<file path="config.mk">
export PLATFORM = sky130hd
export DESIGN_NAME = mul_seq
export DESIGN_NICKNAME = d
export VERILOG_FILES = /design/src/rtl/mul_seq_pkg.sv /design/src/rtl/mul_seq.sv
export SDC_FILE = /design/constraint.sdc
export NUM_CORES = 1
export LEC_CHECK = 0
export BUFFER_PORTS_ARGS = -buffer_cell sky130_fd_sc_hd__buf_2
export CAP_MARGIN = 20
export CORE_MARGIN = 1.5
export CORE_UTILIZATION = 30
export CTS_CLUSTER_SIZE = 30
export DETAILED_ROUTE_END_ITERATION = 10
export SLEW_MARGIN = 20
export SYNTH_ARGS = -nofsm -noshare
export SYNTH_HDL_FRONTEND = slang
export SYNTH_SLANG_ARGS = --single-unit
</file>
<file path="constraint.sdc">
create_clock -name clk -period 3.5 [get_ports clk]
set_clock_uncertainty 0.15 [all_clocks]
set_input_delay 0.7 -clock clk [delete_from_list [all_inputs] [get_ports clk]]
set_output_delay 0.7 -clock clk [all_outputs]
set_load 0.05 [all_outputs]
</file>
<file path="src/rtl/mul_seq_pkg.sv">
// Shared types and constants for the shift-add multiply sequencer.
// Holds the FSM state encoding, the op codes and the ALU control values.
package mul_seq_pkg;

    typedef enum logic [2:0] {
        S_IDLE   = 3'd0,
        S_ABS_A  = 3'd1,
        S_ABS_B  = 3'd2,
        S_ITER   = 3'd3,
        S_NEG_LO = 3'd4,
        S_NEG_HI = 3'd5,
        S_DEC_HI = 3'd6,
        S_DONE   = 3'd7
    } state_e;

    localparam logic [1:0] OP_MUL   = 2'b00;
    localparam logic [1:0] OP_UMULL = 2'b01;
    localparam logic [1:0] OP_SMULL = 2'b10;

    localparam logic [2:0] ALU_ADD = 3'b000;
    localparam logic [2:0] ALU_SUB = 3'b001;

    localparam int C_IDX = 1;

endpackage

</file>
<file path="src/rtl/mul_seq.sv">
// Multi-cycle MUL/UMULL/SMULL sequencer that runs a shift-add loop on the
// shared ALU adder. Signed products are formed from magnitudes and negated.
module mul_seq
    import mul_seq_pkg::*;
#(
    parameter int WIDTH = 32
) (
    input  logic             clk,
    input  logic             reset,
    input  logic             start,
    input  logic [1:0]       op,
    input  logic [WIDTH-1:0] src_a,
    input  logic [WIDTH-1:0] src_b,
    output logic             busy,
    output logic             done,
    output logic [WIDTH-1:0] result_lo,
    output logic [WIDTH-1:0] result_hi,
    output logic             n_flag,
    output logic             z_flag,
    output logic [WIDTH-1:0] alu_a,
    output logic [WIDTH-1:0] alu_b,
    output logic [2:0]       alu_ctrl,
    input  logic [WIDTH-1:0] alu_result,
    input  logic [3:0]       alu_flags,
    output state_e           dbg_state
);

    // Handshake: start is sampled only in IDLE; busy is high from the cycle
    // after acceptance through the done cycle; done pulses once and results
    // stay valid until the next done. Starts while busy are dropped.

    localparam int CW = $clog2(WIDTH);
    localparam logic [CW-1:0] LAST_CNT = CW'(WIDTH - 1);

    state_e           state_q, state_d;
    logic [WIDTH-1:0] mcand_q, mcand_d;
    logic [WIDTH-1:0] mplr_q, mplr_d;
    logic [WIDTH-1:0] hi_q, hi_d;
    logic [CW-1:0]    cnt_q, cnt_d;
    logic             sign_q, sign_d;
    logic             lo_nz_q, lo_nz_d;
    logic             long_q, long_d;
    logic             smull_q, smull_d;
    logic             busy_q, busy_d;
    logic             done_q, done_d;
    logic [WIDTH-1:0] res_lo_q, res_lo_d;
    logic [WIDTH-1:0] res_hi_q, res_hi_d;
    logic             n_q, n_d;
    logic             z_q, z_d;

    always_ff @(posedge clk or negedge reset) begin
        if (!reset) begin
            state_q  <= S_IDLE;
            mcand_q  <= '0;
            mplr_q   <= '0;
            hi_q     <= '0;
            cnt_q    <= '0;
            sign_q   <= 1'b0;
            lo_nz_q  <= 1'b0;
            long_q   <= 1'b0;
            smull_q  <= 1'b0;
            busy_q   <= 1'b0;
            done_q   <= 1'b0;
            res_lo_q <= '0;
            res_hi_q <= '0;
            n_q      <= 1'b0;
            z_q      <= 1'b0;
        end else begin
            state_q  <= state_d;
            mcand_q  <= mcand_d;
            mplr_q   <= mplr_d;
            hi_q     <= hi_d;
            cnt_q    <= cnt_d;
            sign_q   <= sign_d;
            lo_nz_q  <= lo_nz_d;
            long_q   <= long_d;
            smull_q  <= smull_d;
            busy_q   <= busy_d;
            done_q   <= done_d;
            res_lo_q <= res_lo_d;
            res_hi_q <= res_hi_d;
            n_q      <= n_d;
            z_q      <= z_d;
        end
    end

    always_comb begin
        state_d  = state_q;
        mcand_d  = mcand_q;
        mplr_d   = mplr_q;
        hi_d     = hi_q;
        cnt_d    = cnt_q;
        sign_d   = sign_q;
        lo_nz_d  = lo_nz_q;
        long_d   = long_q;
        smull_d  = smull_q;
        res_lo_d = res_lo_q;
        res_hi_d = res_hi_q;
        n_d      = n_q;
        z_d      = z_q;
        done_d   = 1'b0;
        busy_d   = 1'b0;
        alu_a    = '0;
        alu_b    = '0;
        alu_ctrl = ALU_ADD;

        unique case (state_q)
            S_IDLE: begin
                if (start) begin
                    mcand_d = src_a;
                    mplr_d  = src_b;
                    hi_d    = '0;
                    cnt_d   = '0;
                    lo_nz_d = 1'b0;
                    smull_d = (op == OP_SMULL);
                    long_d  = (op == OP_UMULL) || (op == OP_SMULL);
                    sign_d  = (op == OP_SMULL) && (src_a[WIDTH-1] ^ src_b[WIDTH-1]);
                    state_d = (op == OP_SMULL) ? S_ABS_A : S_ITER;
                end
            end
            S_ABS_A: begin
                alu_b    = mcand_q;
                alu_ctrl = ALU_SUB;
                if (mcand_q[WIDTH-1]) mcand_d = alu_result;
                state_d  = S_ABS_B;
            end
            S_ABS_B: begin
                alu_b    = mplr_q;
                alu_ctrl = ALU_SUB;
                if (mplr_q[WIDTH-1]) mplr_d = alu_result;
                state_d  = S_ITER;
            end
            S_ITER: begin
                alu_a = hi_q;
                alu_b = mcand_q;
                // The low product word shifts in behind the consumed multiplier bits.
                if (mplr_q[0]) begin
                    {hi_d, mplr_d} = {alu_flags[C_IDX], alu_result, mplr_q[WIDTH-1:1]};
                end else begin
                    {hi_d, mplr_d} = {1'b0, hi_q, mplr_q[WIDTH-1:1]};
                end
                cnt_d = cnt_q + CW'(1);
                if (cnt_q == LAST_CNT) state_d = smull_q ? S_NEG_LO : S_DONE;
            end
            S_NEG_LO: begin
                alu_b    = mplr_q;
                alu_ctrl = ALU_SUB;
                lo_nz_d  = |mplr_q;
                if (sign_q) mplr_d = alu_result;
                state_d  = S_NEG_HI;
            end
            S_NEG_HI: begin
                alu_b    = hi_q;
                alu_ctrl = ALU_SUB;
                if (sign_q) hi_d = alu_result;
                state_d  = S_DEC_HI;
            end
            S_DEC_HI: begin
                // -{hi,lo} = {~hi + (lo == 0), -lo}: undo the +1 when lo was non-zero.
                alu_a   = hi_q;
                alu_b   = '1;
                if (sign_q && lo_nz_q) hi_d = alu_result;
                state_d = S_DONE;
            end
            S_DONE: begin
                state_d = S_IDLE;
            end
            default: begin
                state_d = S_IDLE;
            end
        endcase

        busy_d = (state_d != S_IDLE);
        if (state_d == S_DONE) begin
            done_d   = 1'b1;
            res_lo_d = mplr_d;
            res_hi_d = long_q ? hi_d : '0;
            n_d      = long_q ? hi_d[WIDTH-1] : mplr_d[WIDTH-1];
            z_d      = long_q ? ((hi_d == '0) && (mplr_d == '0)) : (mplr_d == '0);
        end
    end

    assign busy      = busy_q;
    assign done      = done_q;
    assign result_lo = res_lo_q;
    assign result_hi = res_hi_q;
    assign n_flag    = n_q;
    assign z_flag    = z_q;
    assign dbg_state = state_q;

endmodule
</file>
# == Yosys cells after proc, flatten, opt, wreduce, memory -nomap -nowiden ==
# Cells that the tools add are included.
# word_totals
input_bits,105
output_inout_bits,138
ff_bits,176
# classes
n_bitwise,1
muxes,29
addsub,1
reduce_logical,21
eq_ne,13
# ops
op,count
$mux 32,12
$pmux 32 s4,3
$logic_not 32->1,2
$pmux 32 s2,1
$reduce_or 32->1,1
$pmux 3 s8,1
$eq 3x3->1 const B,5
$pmux 5 s2,1
$reduce_and 2->1,4
$eq 3x2->1 const B,2
$mux 3,2
$reduce_bool 2->1,3
$reduce_or 2->1,3
$add 5x1->5 const B,1
$eq 5x5->1 const B,1
$mux 1,5
$mux 5,1
$mux 2,2
$ne 2x2->1 const B,2
$reduce_or 4->1,1
$eq 3x1->1 const B,1
$logic_and 1x1->1,3
$logic_not 3->1,1
$reduce_and 3->1,1
other kinds (6),6

# == Longest topological paths before layout ==
# Gate-level depths: netlist of the first run.
# depth
ltp_word,6
depth_mapped,13

# == Least setup slack after synthesis of the first run ==
# Ideal clock, no wire load.
# synth_timing
path_type,reg-to-output
startpoint,reg state_q[2] (netlist: dbg_state[2])
endpoint,out alu_b[0]
t_required_ns,2.650
t_arrival_ns,3.168
slack_ns,-0.518
path_stages_with_launch,9
path_cell_list,dfrtp_1 > buf_2 > clkbuf_1 > buf_2 > clkbuf_1 > clkbuf_1 > clkbuf_1 > o21ai_0 > a31oi_1
# synth_between
elab_chain_len,3
# synth_rtl
item,line_no,source
start: declaration,mul_seq.sv:35,"state_e state_q, state_d;"
start signal: assignment,mul_seq.sv:69,state_q <= state_d;
$eq 3x3->1 (tied with other cells),mul_seq.sv:107,unique case (state_q)
$reduce_or 2->1 (no source line),--,
$pmux 32 s4 *,mul_seq.sv:107,
end: declaration,mul_seq.sv:21,"output logic [WIDTH-1:0] alu_b,"
# Mark *: on every way between the ends. The rest lies on a longest branch, timed or not.

# == Worst setup path in the final report of the first run ==
# layout_timing
startpoint,reg state_q[1] (netlist: dbg_state[1])
endpoint,out alu_b[29]
# The elaborated chain is that of the path after synthesis.

==> results.toml, run 1 <==
[floorplanning]
dieArea_mm2 = 0.0356
fp.dieH_um = 189
core_area_mm2 = 0.0338
start_util = 0.307
io_pins = 243
die_w_um = 189
rows = 67

[clock_tree]
hold_buffers = 0
cts_made_buffers = 17
root_buffer = "clkbuf_16"
clk_latency_ns = 0.44
clkTransAtPathRegs_ns = 0.08
cts_buffer_depth = 2
htreeDepth = 4
clock-sinks = 176
tritoncts = "done"

[global_routing]
track_usage = 0.248
antenna_found_initial = 1
grt_pass1_vias = 10309
overflow = 0
grt_pass1_wl_mm = 66.4
grt_max_degree = 69

[critical_path]
worstPathMaxFanout = 34
required_ns = 2.65
worstRegToRegCells = 9
end_kind = "output port"
worstReg2RegStart = "dbg_state[1]"
worstPathCellList = "buf_4, nor2b_4, buf_4, a221oi_1, a31oi_4, buf_2"
path_class = "flip-flop to output port"
cp.arrival_ns = 2.56
cp_common_cell = "buf_4"
critPathMaxStageDelay_ns = 0.57
r2r-end = "z_flag"
crit_path_top_delay_cell = "dfrtp_4"
r2r_slack_ns = 0.10
start_kind = "flip-flop"

[synth]
synth_edf_count = 0
synthFlopType = "dfrtp_1"
synth_area_leaders = "dfrtp_1 (43%), nand2_1 (7.1%), mux2i_1 (4.5%)"
ys_seq_elements = 176
yosysTopAreaCell = "dfrtp_1"
async_reset_ff_frac = 1.00
ys_warn_count = 0
synthDominantCellAreaShare = 0.425
synth_cells = 1167
seq_area_frac_synth = 0.425
ys_types = 67
syn_avg_cell_area_um2 = 8.88
syn_area_mm2 = 0.0104

[routing]
post-route-drc-count = 0
routedWlPerCell_um = 24.0
routed-via-count = 10663
wirelength_mm = 44.3
ant_nets = 0
drtIter0Drc = 982
first_pass_iters = 8
via_per_inst = 5.76

[cells_and_area]
final_cell_area_mm2 = 0.0135
final_cell_mix = "buf_2 (236), nand2_1 (196), dfrtp_1 (172), o21ai_0 (82), buf_4 (71)"
drive_gt1_frac = 0.317
area_growth_pct = 30.0
layout.nets = 1497
n_antenna_cell = 0
mostFrequentLayoutCell = "buf_2"
finish.utilization = 0.398

[placement]
place_congestion = 0.926
pre_cts_ws_ns = 0.172
dpl_cell_area_mm2 = 0.0128
port_buffers = 237
dp_hpwl_mm = 33.1

[flow_run]
cap_violations = 0

[timing]
setup_slack_ns = 0.0899
timing.final.crit_period_ns = 3.41
drv_slew = 0
max_freq_mhz = 293
rsz0062_at_grt = "no"
worst_slew_pin_slew_ns = 0.917
post-route-period-util = 0.974
worst_hold_slack_ns = 0.106
hold_viol = 0
relSlewSlack = 0.386
setup_viol = 0

[pwr]
power.internal_mw = 6.37
power_frac_seq = 0.274
combPwrFrac = 0.579
pwr-share-clk = 0.148
switchingPower_mw = 7.34
p_leak_nw = 6.17
switching_share = 0.535
vdd.ir_drop.worst_mv = 0.756
total_power_mw = 13.7
p_per_area_mw_per_mm2 = 1020

[worst_hold_path]
min_path_type = "input port to async pin"

[run_status]
outcome = "finished clean"
-- flip-flops by register name, summed over array words and instances, names as in the netlist --
register and cells:
result_hi 32, n_flag 1, busy 1, lo_nz_q 1, sign_q 1, smull_q 1, done 1, hi_q 32
dbg_state 3, mplr_q 32, long_q 1, z_flag 1, mcand_q 32, result_lo 32, cnt_q 5
-- metrics by stage --
stage | std cells | setup TNS, ns
2_1_floorplan | 1168 | -0.318
3_3_place_gp | 1818 | 0
3_5_place_dp | 1818 | 0
4_1_cts | 1850 | 0
5_1_grt | 1850 | 0
6_report | 1850 | 0
-- worst max path at each step --
stage / start / to / slack, ns / cells past startpoint
after global placement: dbg_state[1] / z_flag / 0.16 / 9
after detailed placement: start / z_flag / 0.17 / 9
after floorplan: dbg_state[1] / alu_b[20] / -0.08 / 8
after global routing: dbg_state[1] / alu_b[5] / 0.009 / 6
after CTS: dbg_state[1] / alu_b[29] / 0.10 / 6
final: dbg_state[1] / alu_b[29] / 0.09 / 6
-- synthesized netlist by cell type, types with 16 or more instances --
| master | number |
|---|---|
| nor2_1 | 58 |
| nand2b_1 | 22 |
| clkbuf_1 | 75 |
| buf_2 | 16 |
| a22oi_1 | 48 |
| nand2_1 | 196 |
| and3_1 | 38 |
| a221o_1 | 16 |
| a221oi_1 | 32 |
| inv_1 | 16 |
| a22o_1 | 37 |
| dfrtp_1 | 176 |
| nor4_1 | 17 |
| o21ai_0 | 82 |
| a21oi_1 | 49 |
| mux2i_1 | 47 |
| mux2_2 | 17 |
| a31oi_1 | 38 |
-- layer usage --
metal | vias to the layer above | GRT usage | share of wire
li1 | 4821 | - | -
met1 | 5277 | 0.364 | 0.46
met2 | 499 | 0.378 | 0.44
met3 | 64 | 0.0333 | 0.069
met4 | 2 | 0.0696 | 0.024
met5 | - | 0 | 0.00029
-- power groups by stage --
stage / combinational, mW / clock (mW) / sequential (mW)
floorplan: 5.22 / 0 / 3.95
global placement: 7.82 / 0 / 3.74
detailed placement: 7.87 / 0 / 3.74
CTS: 7.91 / 2.05 / 3.71
global route: 8.43 / 2.13 / 3.83
finish: 7.94 / 2.02 / 3.75
-- critical path, delay by kind of cell (launching register included) --
kind                   cells  cell delay (ns)
buffers and inverters      3             0.82
AO/OA/AOI/OAI              2             0.59
flip-flops                 1             0.57
AND/OR/NAND/NOR            1             0.13
-- kinds of logic after synthesis --
kind of cell               count (synthesis)  share of synthesized area
AOI/OAI and AO/OA                        396                      0.270
and+or+nand+nor                          394                      0.181
DFF                                      176                      0.425
buffers and inverters                    130                     0.0534
muxes                                     64                     0.0639
adders and majority gates                  3                    0.00362
xor gates and xnor gates                   3                    0.00254
other                                      1                   0.000362
-- cell type report --
type                       count  area, µm²
sequential                   176       4410
inverter                      19       73.8
fill                        3402      20300
multi-input combinational    862       5970
clock inverter                15        195
clock buffer                  17        425
tap                          448        561
timing repair buffer         313       1830
-- repair_timing --
item	CTS	global route
buffers inserted	0	0
gates resized for setup	1	0
endpoints found under the setup margin	3	0
(Power assumes the default switching activity.)
==> run 2, diff against run 1 <==
Settings changed: ABC_AREA set to 1, CELL_PAD_IN_SITES_DETAIL_PLACEMENT set to 1, CELL_PAD_IN_SITES_GLOBAL_PLACEMENT set to 1, PLACE_DENSITY_LB_ADDON set to 0.1.
==> run 2 against run 1 <==
Net effect: worst hold slack got worse by 0.014 ns; non-clock buffer count is 26 lower; combinational power is 35% higher; critical path type unchanged; critical endpoint is now alu_b[28]; highest routed layer is now met4.
==> results.toml, run 2 <==
[synth]
syn_area_mm2 = 0.0117
synth_cells = 1814
ys_types = 38
ys_seq_elements = 176
synth_area_leaders = "dfrtp_1 (38%), nand2_1 (17%), nor2_1 (12%)"
synth_edf_count = 0
ys_warn_count = 0
yosysTopAreaCell = "dfrtp_1"
async_reset_ff_frac = 1.00
yosysMostFrequentCell = "nand2_1"
synthTopCellsByCount = "nand2_1 (528), nor2_1 (389), dfrtp_1 (176), inv_1 (146), o21ai_0 (122)"
seq_area_frac_synth = 0.377
synthDominantCellAreaShare = 0.377
syn_avg_cell_area_um2 = 6.45
synthFlopType = "dfrtp_1"

[floorplanning]
io_pins = 243
rows = 72
die_w_um = 200
fp.dieH_um = 200
start_util = 0.303
core_area_mm2 = 0.0386
dieArea_mm2 = 0.0402

[flow_run]
cap_violations = 0

[critical_path]
start_kind = "flip-flop"
worstPathCellList = "inv_1, nand3_1, inv_4, a221oi_1, o21ai_0, buf_12"
required_ns = 2.65
critPathMaxStageDelay_ns = 0.50
critPathTopFamily = "compound AO/OA/AOI/OAI gates"
critPathBufInv = 3
crit_path_top_delay_cell = "a221oi_1"
r2r_slack_ns = 0.47
worstPathMaxFanout = 20
path_class = "flip-flop to output port"
worstReg2RegStart = "dbg_state[1]"
cp.arrival_ns = 2.57
critPathLaunch = "dbg_state[1]"
end_kind = "output port"

[pwr]
power.internal_mw = 6.74
power_frac_seq = 0.235
combPwrFrac = 0.646
switchingPower_mw = 9.88
switching_share = 0.595
p_per_area_mw_per_mm2 = 1170
vdd.ir_drop.worst_mv = 0.598
p_leak_nw = 7.38
pwr-share-clk = 0.119
total_power_mw = 16.6

[clock_tree]
root_buffer = "clkbuf_16"
clock-sinks = 176
htreeDepth = 4
clk_latency_ns = 0.46
cts_made_buffers = 17
clkTransAtPathRegs_ns = 0.08
tritoncts = "done"
hold_buffers = 0
cts_buffer_depth = 2

[cells_and_area]
area_growth_pct = 21.4
mostFrequentLayoutCell = "nand2_1"
finish.utilization = 0.368
final_cell_mix = "nand2_1 (527), nor2_1 (388), buf_2 (227), dfrtp_1 (172), inv_1 (145)"
layout.nets = 2117
stdcell_count = 2541
drive_gt1_frac = 0.174
final_cell_area_mm2 = 0.0142

[timing]
timing.final.crit_period_ns = 3.42
setup_viol = 0
max_freq_mhz = 292
drv_slew = 0
rsz0062_at_grt = "no"
worst_slew_pin_slew_ns = 0.905
relSlewSlack = 0.396
post-route-period-util = 0.977
setup_slack_ns = 0.0791
hold_viol = 0

[placement]
dp_hpwl_mm = 44.2
dpl_cell_area_mm2 = 0.0136
pre_cts_ws_ns = 0.191
placed_cells = 2507
port_buffers = 237
place_congestion = 0.920

[run_status]
outcome = "finished clean"

[global_routing]
antenna_found_initial = 2
track_usage = 0.292
grt_pass1_vias = 13653
grt_pass1_wl_mm = 87.7
overflow = 0
grt_max_degree = 71

[worst_hold_path]
min_path_type = "input port to async pin"

[routing]
wirelength_mm = 58.5
routed-via-count = 13286
ant_nets = 0
routedWlPerCell_um = 23.0
drtIter0Drc = 824
post-route-drc-count = 0
first_pass_iters = 5
via_per_inst = 5.23
## run 2: logic make-up after synthesis
| family | after synthesis | share of synthesized area |
|---|---|---|
| buffers and inverters | 271 | 0.0983 |
| and+or+nand+nor | 1056 | 0.359 |
| DFF | 176 | 0.377 |
| xor gates and xnor gates | 2 | 0.00150 |
| adders and majority gates | 3 | 0.00321 |
| AOI/OAI and AO/OA | 305 | 0.161 |
| other | 1 | 0.000321 |
## run 2: per-stage QoR
step	setup TNS, ns	hold WS [ns]
after floorplan	-1.22	0.254
after global placement	0	0.312
after detailed placement	0	0.315
after CTS	0	0.117
after global routing	0	0.140
final	0	0.0920
## run 2: layout make-up
type	count	area [µm²]
flip-flops and latches	176	4410
inverters	159	603
diodes	1	2.50
clock buffers	20	467
clock inverters	12	105
multi-input cells	1368	6190
well taps	518	648
fillers	5074	24400
repair buffers	287	1770
## run 2: power by group through the flow
stage                     clock network (mW)  registers (mW)  logic, mW
after global placement                     0            3.91       10.6
after floorplan                            0            4.74       6.30
after CTS                               2.03            3.90       10.7
final                                   1.98            3.91       10.7
after global routing                    2.09            4.02       11.6
after detailed placement                   0            3.92       10.7
## run 2: final timing paths
path | to | cells after the start
max in group asynchronous | result_lo[8] | 2
max reg2reg | z_flag | 15
min reg2reg | result_lo[18] | 2
max | alu_b[28] | 6
min | mcand_q[13] | 1
min in group clk | mcand_q[14] | 3
## run 2: repair_timing
item | in CTS | in global routing
pin swaps | 0 | 1
setup endpoints to repair | 29 | 14
setup buffers | 0 | 1
resized for setup | 7 | 10
## run 2: layer usage
layer | vias to the layer above | track usage | share of wire
li1 | 6201 | - | -
met5 | - | 0 | 0
met4 | 0 | 0.137 | 0.045
met2 | 392 | 0.485 | 0.48
met3 | 91 | 0.0370 | 0.046
met1 | 6602 | 0.376 | 0.43
## run 2: worst reg2reg max path: stages, from the launching register on
cell and delay (ns):
dfrtp_2 0.49, nor2_4 0.14, nand2_1 0.33, nand2_1 0.24, inv_2 0.06, nand2_4 0.26, nor2_1 0.08, nor2_1 0.18
nand2_1 0.07, nor2_1 0.23, nand2_1 0.18, nor2_1 0.13, nand2_1 0.14, nand2_1 0.15, nand2_1 0.08, nand2_1 0.06
==> run 3, diff against run 2 <==
Clock period 3.5 ns to 2.95 ns, I/O delays scaled along.
==> run 3 against run 2 <==
Net effect: register-to-register slack got worse by 0.28 ns; largest cell class unchanged; the run now ends with setup timing left; flip-flop and latch count did not move; final cell count rose by 1.6%; via count rose by 1.1%.
==> results.toml, run 3 (synthesized netlist as in run 2, its figures left out) <==
[run_status]
outcome = "complete, but fails checks"
failed_checks = "setup timing"

[critical_path]
cp.arrival_ns = 2.25
worstRegToRegCells = 10
path_class = "flip-flop to output port"
required_ns = 2.21
r2r_slack_ns = 0.19
worstPathMaxFanout = 7
worstReg2RegStart = "cnt_q[0]"
r2r-end = "result_hi[22]"
start_kind = "flip-flop"
end_kind = "output port"

[cells_and_area]
n_antenna_cell = 0
finish.utilization = 0.389
final_cell_area_mm2 = 0.0150
final_cell_mix = "nand2_1 (526), nor2_1 (385), buf_2 (202), dfrtp_1 (172), inv_1 (141)"
layout.nets = 2159
stdcell_count = 2582
mostFrequentLayoutCell = "nand2_1"
drive_gt1_frac = 0.208
area_growth_pct = 28.3
nFillCells = 5026

[routing]
post-route-drc-count = 0
via_per_inst = 5.20
routedWlPerCell_um = 22.9
ant_nets = 0
routed-via-count = 13431
drtIter0Drc = 780
first_pass_iters = 5
wirelength_mm = 59.2

[timing]
worst_hold_slack_ns = 0.217
setup_viol = 4
worst_slew_pin_slew_ns = 0.805
setup_slack_ns = -0.0403
relSlewSlack = 0.458
post-route-period-util = 1.01
drv_slew = 0
max_freq_mhz = 334
hold_viol = 0
rsz0062_at_grt = "yes"
finalSetupTns_ns = -0.109
timing.final.crit_period_ns = 2.99

[global_routing]
grt_pass1_vias = 13780
grt_max_degree = 58
track_usage = 0.293
grt_pass1_wl_mm = 87.9
overflow = 0
antenna_found_initial = 0

[clock_tree]
cts_buffer_depth = 2
clkTransAtPathRegs_ns = 0.07
cts_made_buffers = 17
htreeDepth = 4
clk_latency_ns = 0.47
root_buffer = "clkbuf_16"
tritoncts = "done"
clock-sinks = 176

[placement]
pre_cts_ws_ns = 0.136
dpl_cell_area_mm2 = 0.0138
placed_cells = 2533
place_congestion = 0.923
port_buffers = 237
dp_hpwl_mm = 44.7

[flow_run]
cap_violations = 0

[pwr]
vdd.ir_drop.worst_mv = 0.810
total_power_mw = 20.8
p_per_area_mw_per_mm2 = 1390
p_leak_nw = 7.68

[worst_hold_path]
min_from = "src_a[0]"
min_path_type = "input port to flip-flop"
holdPathEnd = "mcand_q[0]"
hold_path_depth = 3

[floorplanning]
rows = 72
core_area_mm2 = 0.0386
io_pins = 243
dieArea_mm2 = 0.0402
fp.dieH_um = 200
die_w_um = 200
start_util = 0.303
-- run 3: worst max-delay path by stage --
| stage | end | startpoint | slack (ns) |
|---|---|---|---|
| after floorplan | alu_b[0] | dbg_state[1] | -0.003 |
| after global placement | z_flag | dbg_state[1] | 0.16 |
| after detailed placement | z_flag | dbg_state[1] | 0.14 |
| after CTS | alu_b[18] | dbg_state[0] | -0.08 |
| after global routing | alu_b[13] | dbg_state[1] | -0.12 |
| final | alu_b[29] | dbg_state[1] | -0.04 |
-- run 3: worst max-delay path, cell delays in order, from the launching register on --
cell      delay (ns)
dfrtp_2         0.47
inv_2           0.10
nand2_1         0.08
nor2_2          0.11
inv_2           0.08
nand2_4         0.13
inv_4           0.10
o211ai_1        0.41
buf_4           0.29
-- run 3: per-layer routing --
metal  share of wire  vias to the layer above  GRT usage
met3           0.045                       82     0.0464
met5               0                        -          0
met4           0.032                        0      0.106
li1                -                     6296          -
met2            0.48                      381      0.496
met1            0.44                     6672      0.377
-- run 3: final cells by class --
| cell class | count | area [µm²] | share of cell area |
|---|---|---|---|
| Multi-Input combinational cell | 1369 | 6480 | 0.431 |
| Sequential cell | 176 | 4410 | 0.294 |
| Timing Repair Buffer | 328 | 2270 | 0.151 |
| Clock inverter | 11 | 130 | 0.00867 |
| Tap cell | 518 | 648 | 0.0432 |
| Clock buffer | 21 | 460 | 0.0307 |
| Inverter | 159 | 619 | 0.0413 |
-- run 3: report_power, final --
part / internal, mW / switching (mW) / total [mW]
Combinational: 3.91 / 9.74 / 13.6
Sequential: 3.52 / 1.22 / 4.74
Clock: 1.30 / 1.12 / 2.42
Total: 8.73 / 12.1 / 20.8
-- run 3: repair_timing --
action / in CTS / in global routing
setup buffers: 11 / 3
cloned: 1 / 1
hold endpoints to repair: 41 / 0
pin swaps: 5 / 4
endpoints found under the setup margin: 64 / 48
hold buffers: 1 / 0
gates resized for setup: 66 / 48
